===== src/rtl/alu_pkg.sv =====
// Shared constants for the pipelined carry-lookahead adder: operation mode
// encoding, default geometry and the effective carry-in rule.
package alu_pkg;

  localparam int DEFAULT_WIDTH = 32;
  localparam int DEFAULT_GROUP = 8;

  localparam logic MODE_ADD = 1'b0;
  localparam logic MODE_SUB = 1'b1;

  // Subtraction is A + ~B + 1, so the external carry-in only matters for adds.
  function automatic logic eff_carry_in(input logic sub, input logic c_i);
    return (sub == MODE_SUB) ? 1'b1 : c_i;
  endfunction

endpackage


===== src/rtl/cla_group.sv =====
// GROUP-bit carry-lookahead block: group propagate/generate plus the group
// sum for a fixed carry-in.
module cla_group
  import alu_pkg::*;
#(
  parameter int GROUP = DEFAULT_GROUP
) (
  input  logic [GROUP-1:0] p,
  input  logic [GROUP-1:0] g,
  input  logic             cin,
  output logic             grp_p,
  output logic             grp_g,
  output logic [GROUP-1:0] s
);

  logic [GROUP:0] carry;
  logic [GROUP:0] gen_chain;

  // The recurrences are unrolled, so each carry becomes a flat lookahead term.
  always_comb begin
    carry        = '0;
    gen_chain    = '0;
    carry[0]     = cin;
    gen_chain[0] = 1'b0;
    for (int i = 0; i < GROUP; i++) begin
      carry[i+1]     = g[i] | (p[i] & carry[i]);
      gen_chain[i+1] = g[i] | (p[i] & gen_chain[i]);
    end
  end

  assign s     = p ^ carry[GROUP-1:0];
  assign grp_p = &p;
  assign grp_g = gen_chain[GROUP];

endmodule


===== src/rtl/pipelined_cla_adder.sv =====
// Two-stage carry-select/lookahead adder-subtractor with valid/ready flow
// control. S1 holds per-group P/G and both candidate sums; S2 holds the result.
module pipelined_cla_adder
  import alu_pkg::*;
#(
  parameter int WIDTH = DEFAULT_WIDTH,
  parameter int GROUP = DEFAULT_GROUP
) (
  input  logic             clk,
  input  logic             rst,
  input  logic             in_valid,
  output logic             in_ready,
  input  logic [WIDTH-1:0] a,
  input  logic [WIDTH-1:0] b,
  input  logic             c_i,
  input  logic             sub,
  output logic             out_valid,
  input  logic             out_ready,
  output logic [WIDTH-1:0] sum,
  output logic             c_o,
  output logic             ovf,
  output logic             zero
);

  localparam int NG = WIDTH / GROUP;

  if ((WIDTH < 8) || (WIDTH > 64) || (GROUP < 1) || ((WIDTH % GROUP) != 0)) begin : g_bad_params
    $error("pipelined_cla_adder: WIDTH must be 8..64 and a multiple of GROUP");
  end

  logic [WIDTH-1:0] b_eff;
  logic [WIDTH-1:0] p_bit;
  logic [WIDTH-1:0] g_bit;
  logic [WIDTH-1:0] sum0_c;
  logic [WIDTH-1:0] sum1_c;
  logic [NG-1:0]    grp_p_c;
  logic [NG-1:0]    grp_g_c;
  logic [NG-1:0]    unused_grp_p1;
  logic [NG-1:0]    unused_grp_g1;
  logic             cin_eff;

  assign b_eff   = (sub == MODE_ADD) ? b : ~b;
  assign cin_eff = eff_carry_in(sub, c_i);
  assign p_bit   = a ^ b_eff;
  assign g_bit   = a & b_eff;

  // Each group computes its sum for both possible carry-ins; S2 only selects.
  for (genvar gi = 0; gi < NG; gi++) begin : g_grp
    cla_group #(.GROUP(GROUP)) u_cin0 (
      .p     (p_bit[gi*GROUP +: GROUP]),
      .g     (g_bit[gi*GROUP +: GROUP]),
      .cin   (1'b0),
      .grp_p (grp_p_c[gi]),
      .grp_g (grp_g_c[gi]),
      .s     (sum0_c[gi*GROUP +: GROUP])
    );
    cla_group #(.GROUP(GROUP)) u_cin1 (
      .p     (p_bit[gi*GROUP +: GROUP]),
      .g     (g_bit[gi*GROUP +: GROUP]),
      .cin   (1'b1),
      .grp_p (unused_grp_p1[gi]),
      .grp_g (unused_grp_g1[gi]),
      .s     (sum1_c[gi*GROUP +: GROUP])
    );
  end

  logic s1_full;
  logic s2_full;
  logic s1_adv;
  logic in_fire;
  logic s2_load;

  assign s1_adv    = !s2_full || out_ready;
  assign in_ready  = !s1_full || s1_adv;
  assign in_fire   = in_valid && in_ready;
  assign s2_load   = s1_full && s1_adv;
  assign out_valid = s2_full;

  always_ff @(posedge clk or posedge rst) begin
    if (rst) begin
      s1_full <= 1'b0;
      s2_full <= 1'b0;
    end else begin
      if (in_fire) begin
        s1_full <= 1'b1;
      end else if (s1_adv) begin
        s1_full <= 1'b0;
      end
      if (s1_adv) begin
        s2_full <= s1_full;
      end
    end
  end

  logic [NG-1:0]    s1_grp_p;
  logic [NG-1:0]    s1_grp_g;
  logic [WIDTH-1:0] s1_sum0;
  logic [WIDTH-1:0] s1_sum1;
  logic             s1_cin;
  logic             s1_msb_p;

  // S1 payload is qualified by s1_full, so it needs no reset.
  always_ff @(posedge clk) begin
    if (in_fire) begin
      s1_grp_p <= grp_p_c;
      s1_grp_g <= grp_g_c;
      s1_sum0  <= sum0_c;
      s1_sum1  <= sum1_c;
      s1_cin   <= cin_eff;
      s1_msb_p <= p_bit[WIDTH-1];
    end
  end

  logic [NG:0]      gcarry;
  logic [WIDTH-1:0] sum_next;
  logic             c_o_next;
  logic             ovf_next;
  logic             zero_next;

  always_comb begin
    gcarry    = '0;
    sum_next  = '0;
    gcarry[0] = s1_cin;
    for (int k = 0; k < NG; k++) begin
      gcarry[k+1] = s1_grp_g[k] | (s1_grp_p[k] & gcarry[k]);
      sum_next[k*GROUP +: GROUP] = gcarry[k] ? s1_sum1[k*GROUP +: GROUP]
                                             : s1_sum0[k*GROUP +: GROUP];
    end
  end

  // Carry into the MSB is recovered from its propagate bit and its sum bit.
  assign c_o_next  = gcarry[NG];
  assign ovf_next  = (s1_msb_p ^ sum_next[WIDTH-1]) ^ gcarry[NG];
  assign zero_next = (sum_next == '0);

  always_ff @(posedge clk or posedge rst) begin
    if (rst) begin
      sum  <= '0;
      c_o  <= 1'b0;
      ovf  <= 1'b0;
      zero <= 1'b0;
    end else if (s2_load) begin
      sum  <= sum_next;
      c_o  <= c_o_next;
      ovf  <= ovf_next;
      zero <= zero_next;
    end
  end

endmodule


===== config.mk =====
export PLATFORM = sky130hd
export DESIGN_NAME = pipelined_cla_adder
export DESIGN_NICKNAME = d
export VERILOG_FILES = /design/src/rtl/alu_pkg.sv /design/src/rtl/cla_group.sv /design/src/rtl/pipelined_cla_adder.sv
export SDC_FILE = /design/constraint.sdc
export NUM_CORES = 1
export LEC_CHECK = 0
export ABC_AREA = 1
export CORE_MARGIN = 5
export CORE_UTILIZATION = 49
export DETAILED_ROUTE_END_ITERATION = 8
export GPL_TIMING_DRIVEN = 0
export PLACE_DENSITY = 0.76
export SLEW_MARGIN = 25
export SYNTH_ARGS = -nofsm -noshare
export SYNTH_HDL_FRONTEND = slang
export SYNTH_SLANG_ARGS = --single-unit

===== constraint.sdc =====
create_clock -name clk -period 2.2 [get_ports clk]
set_input_delay 0.33 -clock clk [delete_from_list [all_inputs] [get_ports clk]]
set_output_delay 0.33 -clock clk [all_outputs]
set_load 0.01 [all_outputs]

; ---- After elaboration in Yosys (flattened, before gate mapping)
; Index checks and enable logic that the tools add are counted.
[totals]
reg_bits = 111
inputBits = 70
output_inout_bits = 37
wordCells = 160
[op_classes]
muxes = 7
n_bitwise = 129
reduce_logical = 12
[op_table]
columns = operator, count
row1 = $xor 8x8->8, 8
row2 = $or 1x1->1, 60
row3 = $and 1x1->1, 56
row4 = $and 32x32->32, 1
row5 = $logic_not 32->1, 1
row6 = $mux 32, 1
row7 = $mux 8, 4
row8 = $not 32->32, 1
row9 = $reduce_and 8->1, 4
row10 = $xor 32x32->32, 1
row11 = $logic_and 1x1->1, 2
row12 = $logic_not 1->1, 2
row13 = $logic_or 1x1->1, 2
row14 = $mux 1, 2
row15 = $reduce_bool 2->1, 1
row16 = $xor 1x1->1, 2

; ---- Logic depth before layout (Yosys ltp)
[depth]
word_depth = 17
mapped_depth = 14
mapped_depth_nobuf = 12

; ---- Cells and area by module
; From an unflattened synthesis, not the netlist that was laid out.
[hier_totals]
cells_unflattened = 713
area_unflattened_um2 = 6844.1
[by_module_without_submodules]
columns = module, instances, cells_per_inst, area_per_inst_um2, seq_area_each_um2
row1 = pipelined_cla_adder, 1, 434, 5082.4, 3148.0
row2 = cla_group (g_grp[0].u_cin1 ...), 7, 35, 220.2, 0.0
row3 = cla_group (g_grp[0].u_cin0), 1, 34, 220.2, 0.0

; ---- Worst setup path before layout
; Ideal clock, no wire load.
[synth_timing]
path_type = input -> register
start = input port sub
end = register s1_sum0[15], data pin
setup_time_ps = 269
t_arrival_ps = 4120
required_time_ps = 1931
setup_slack_ps = -2189
stages = 14
n_path_buf = 2
cell_sequence = clkbuf_1 > buf_2 > xnor2_1 > inv_1 > ha_1 > inv_1 > fa_1 > fa_1 > fa_1 > fa_1 > fa_1 > fa_1 > inv_1 > fa_1
[synth_between]
elab_chain_len = 15
[synth_lines]
columns = item, line
row1 = start: declaration, pipelined_cla_adder.sv:16  ; input logic sub,
row2 = $mux 32 *, pipelined_cla_adder.sv:42  ; assign b_eff = (sub == MODE_ADD) ? b : ~b;
row3 = $xor 32x32->32 / $and 32x32->32 (equally long branches), "pipelined_cla_adder.sv:44, pipelined_cla_adder.sv:45"
row4 = $and 1x1->1, n/a
row5 = $or 1x1->1, n/a
row6 = $and 1x1->1, n/a
row7 = $or 1x1->1, n/a
row8 = $and 1x1->1, n/a
row9 = $or 1x1->1, n/a
row10 = $and 1x1->1, n/a
row11 = $or 1x1->1, n/a
row12 = $and 1x1->1, n/a
row13 = $or 1x1->1, n/a
row14 = $and 1x1->1, n/a
row15 = $or 1x1->1, n/a
row16 = $xor 8x8->8 *, cla_group.sv:31  ; assign s = p ^ carry[GROUP-1:0];
row17 = via g_grp[1].u_cin0.s[7], cla_group.sv:13  ; output logic [GROUP-1:0] s
row18 = end signal: assignment, pipelined_cla_adder.sv:107  ; s1_sum0 <= sum0_c;
row19 = end: declaration, pipelined_cla_adder.sv:97  ; logic [WIDTH-1:0] s1_sum0;
; Mark *: on every way through the listed nets, which the timed path passes. The rest lies on a longest branch.
; A chain may end at the register's enable or synchronous reset.

; ---- Worst setup path in the final report
; Same ends and word-level chain as after synthesis.

==> qor.txt <==
Run status: finished with violations
Failing checks: negative setup slack
Crit end category: register
FFs w/ async S/R, synth: 0.333
Cell row count: 42
Starting Density: 0.500
Largest net degree at the start of global routing: 38
Total length of routed wires: 13200 um
FILL cells: 1009
Overall Power: 6.72 mW
RSZ-0062 raised after global routing: true
Final #Nets: 902
Main flop type after synthesis: edfxtp_1
Cells after Synth: 612
Slew @ Worst Pin: 0.755 ns
Synth Register Bits: 111
Slowest stage cell, crit path: fa_2
WS Path Type: in2reg
Adder-cell share of the synthesized area: 0.226
Overflow after GRT: 0
CP required: 2.28 ns
Power per cell area: 774 nW/um^2
Mean post-synth cell area: 10.8 sq um
Compound-Gate Fraction of Synth Area: 0.0329
Ports: 107
Routability congestion estimate: 0.842
VDD IR max: 434 uV
DRT iter0 DRCs: 248
Tmin final: 3.76 ns
DP Wirelength: 10500 um
Die area: 15900 sq um
Post-synth EDFFs: 74
Arrival time worst endpoint: 3.84 ns
Critical Path Max Stage Delay: 0.42 ns
TritonCTS clock tree: done
Maximum clock rate: 0.266 GHz
N_diodes: 0
Initial antenna violation count: 0
Most numerous cell on the critical path: fa_2
Worst path buffer plus inverter count: 5
Final instance area: 8690 sq um
Syn-to-layout area delta: 31.8%
TritonCTS Sinks: 111
Final hold violations: 0
Hold Buf Count CTS: 0
Worst slack, placed: -2.20 ns
CTS clk-pin slew, worst paths: 0.07 ns
Residual DRC: 0
Latest clock arrival within the worst-skew pair: 0.34 ns
Final Slew Violations: 0
Share of cells above drive strength 1: 0.182
Crit-path max FO: 6
Wire length per cell: 14.2 um
Wire length of the first global-routing pass: 21700 um
Number of buffers created by CTS: 9
Detailed-route via count: 4282
Antenna Violating Nets Remaining: 0
Core Footprint: 13200 sq um
Die W: 126 um
Net Count, Synth: 770
Vias in the first global route: 4715
Largest family of logic cells by synthesized area: adder cells
Final WS setup: -1.56 ns
Clock buffer depth: 2
Ys Warns: 0
Sequential area share after synthesis: 0.478
Buffers on Ports: 105
Worst setup SP type: input port
H-tree level count: 3
Final TNS setup: -35.36 ns
First-pass DRT Iterations: 4
Final setup violation count: 41
Crit path max-delay family: adder cells
CP cell instances: clkbuf_16 -> buf_12 -> buf_4 -> buf_12 -> xnor2_4 -> fa_2 -> fa_2 -> fa_2 -> fa_2 -> fa_2 -> fa_2 -> inv_2 -> fa_2
Total track usage: 0.170
Xor and xnor fraction of the mapped netlist area: 0.0479
Synth unique cells: 25
Post-Syn Area: 6590 sq um
Drt via density: 4.63
Max Cap Viol: 0
Clk root buf: clkbuf_16
Slew HR: 0.496
Clock Skews: 0.0109 ns
Die height: 126 um
Post-synthesis mux area share: 0.00152
HP Class: in2async
Leakage: 3.87 nW
Final period utilization: 1.71
Fraction of the mapped netlist area in simple logic gates: 0.117
Area after DPL: 8090 sq um
[layer usage]
| metal | vias up | part of all wire | global-route usage |
|---|---|---|---|
| met5 | - | 0 | 0 |
| met3 | 27 | 0.034 | 0.0279 |
| met1 | 2043 | 0.40 | 0.203 |
| met2 | 88 | 0.53 | 0.307 |
| met4 | 0 | 0.029 | 0.0675 |
| li1 | 2124 | - | - |
[what timing repair did]
item                       CTS  global route
pin swaps                   24            23
setup endpoints to repair   44            45
cloned                       0             0
gates resized for setup     39            32
setup buffers                5             9
[worst reg2reg max path, delay by kind of cell (launching register included)]
family,cells,cell delay (ns)
simple gates,8,0.98
buf+inv,1,0.18
flops,1,0.43
compound gates,1,0.27
[through the flow]
step / hold slack [ns] / util / std cells
after floorplan: 0.505 / - / 612
after global placement: 0.467 / 0.609 / 893
after detailed placement: 0.473 / 0.613 / 895
after CTS: 0.484 / 0.644 / 916
after global routing: 0.509 / 0.659 / 925
final: 0.458 / 0.659 / 925
[sequential cells by signal, summed over array words and instances (netlist names)]
name,count
s1_sum1,32
out_valid,1
s1_sum0,32
s1_grp_p,4
ovf,1
s1_msb_p,1
s1_grp_g,4
c_o,1
zero,1
s1_full,1
sum,32
s1_cin,1
[cells by family after synthesis]
logic type	Yosys count
xor gates and xnor gates	36
buffers and inverters	166
muxes	1
and+or+nand+nor	168
DFF	111
AOI/OAI and AO/OA	42
adders and majority gates	88
[area by class of cell]
type | instances | area [sq um] | share of cell area
Sequential cell | 111 | 3150 | 0.362
Multi-Input combinational cell | 335 | 3130 | 0.360
Timing Repair Buffer | 121 | 1240 | 0.142
Inverter | 152 | 574 | 0.0661
Clock buffer | 13 | 240 | 0.0277
Tap cell | 176 | 220 | 0.0254
Buffer | 14 | 114 | 0.0131
Clock inverter | 3 | 22.5 | 0.00259
[where the power goes]
group          leakage (nW)  internal, mW  switching, mW
clock network         0.116         0.771          0.697
logic                  2.59          1.11           1.14
registers              1.16          2.79          0.211
total                  3.87          4.67           2.05
[path summary, 6_finish.rpt]
kind	start	slack, ns	endpoint	cells past startpoint
min in group clk	sum[4]	0.48	sum[4]	2
setup / recovery	sub	-1.56	s1_sum0[15]	13
hold reg to reg	sum[4]	0.48	sum[4]	2
max in group asynchronous	rst	1.25	sum[21]	2
hold / removal	rst	0.46	sum[1]	2
setup reg to reg	s1_cin	0.28	zero	10
[layout by cell type, fill, tap and decap left out, types with 10 or more instances in the layout]
cell / instances
inv_1: 127
nand2_1: 103
clkdlybuf4s50_1: 94
edfxtp_1: 74
fa_2: 49
dfrtp_1: 37
o21ai_0: 33
ha_1: 29
xnor2_1: 23
inv_2: 23
nor2_1: 21
nand3_1: 12
nand3b_1: 12
nand4_1: 11
clkbuf_1: 10
clkbuf_16: 10
[cell usage after synthesis (6+ instances only)]
master    instances  area [sq um]
fa_1             52          1040
o21ai_0          34           170
nand3_1          12          60.1
nand4_1          11          68.8
nand2_1         103           387
buf_2             6          30.0
clkbuf_1          7          26.3
dfrtp_1          37           926
ha_1             36           450
nand3b_1         12          90.1
nor2_1           21          78.8
inv_1           151           567
edfxtp_1         74          2220
xnor2_1          32           280
No activity file was read; power rests on OpenSTA's default activity.
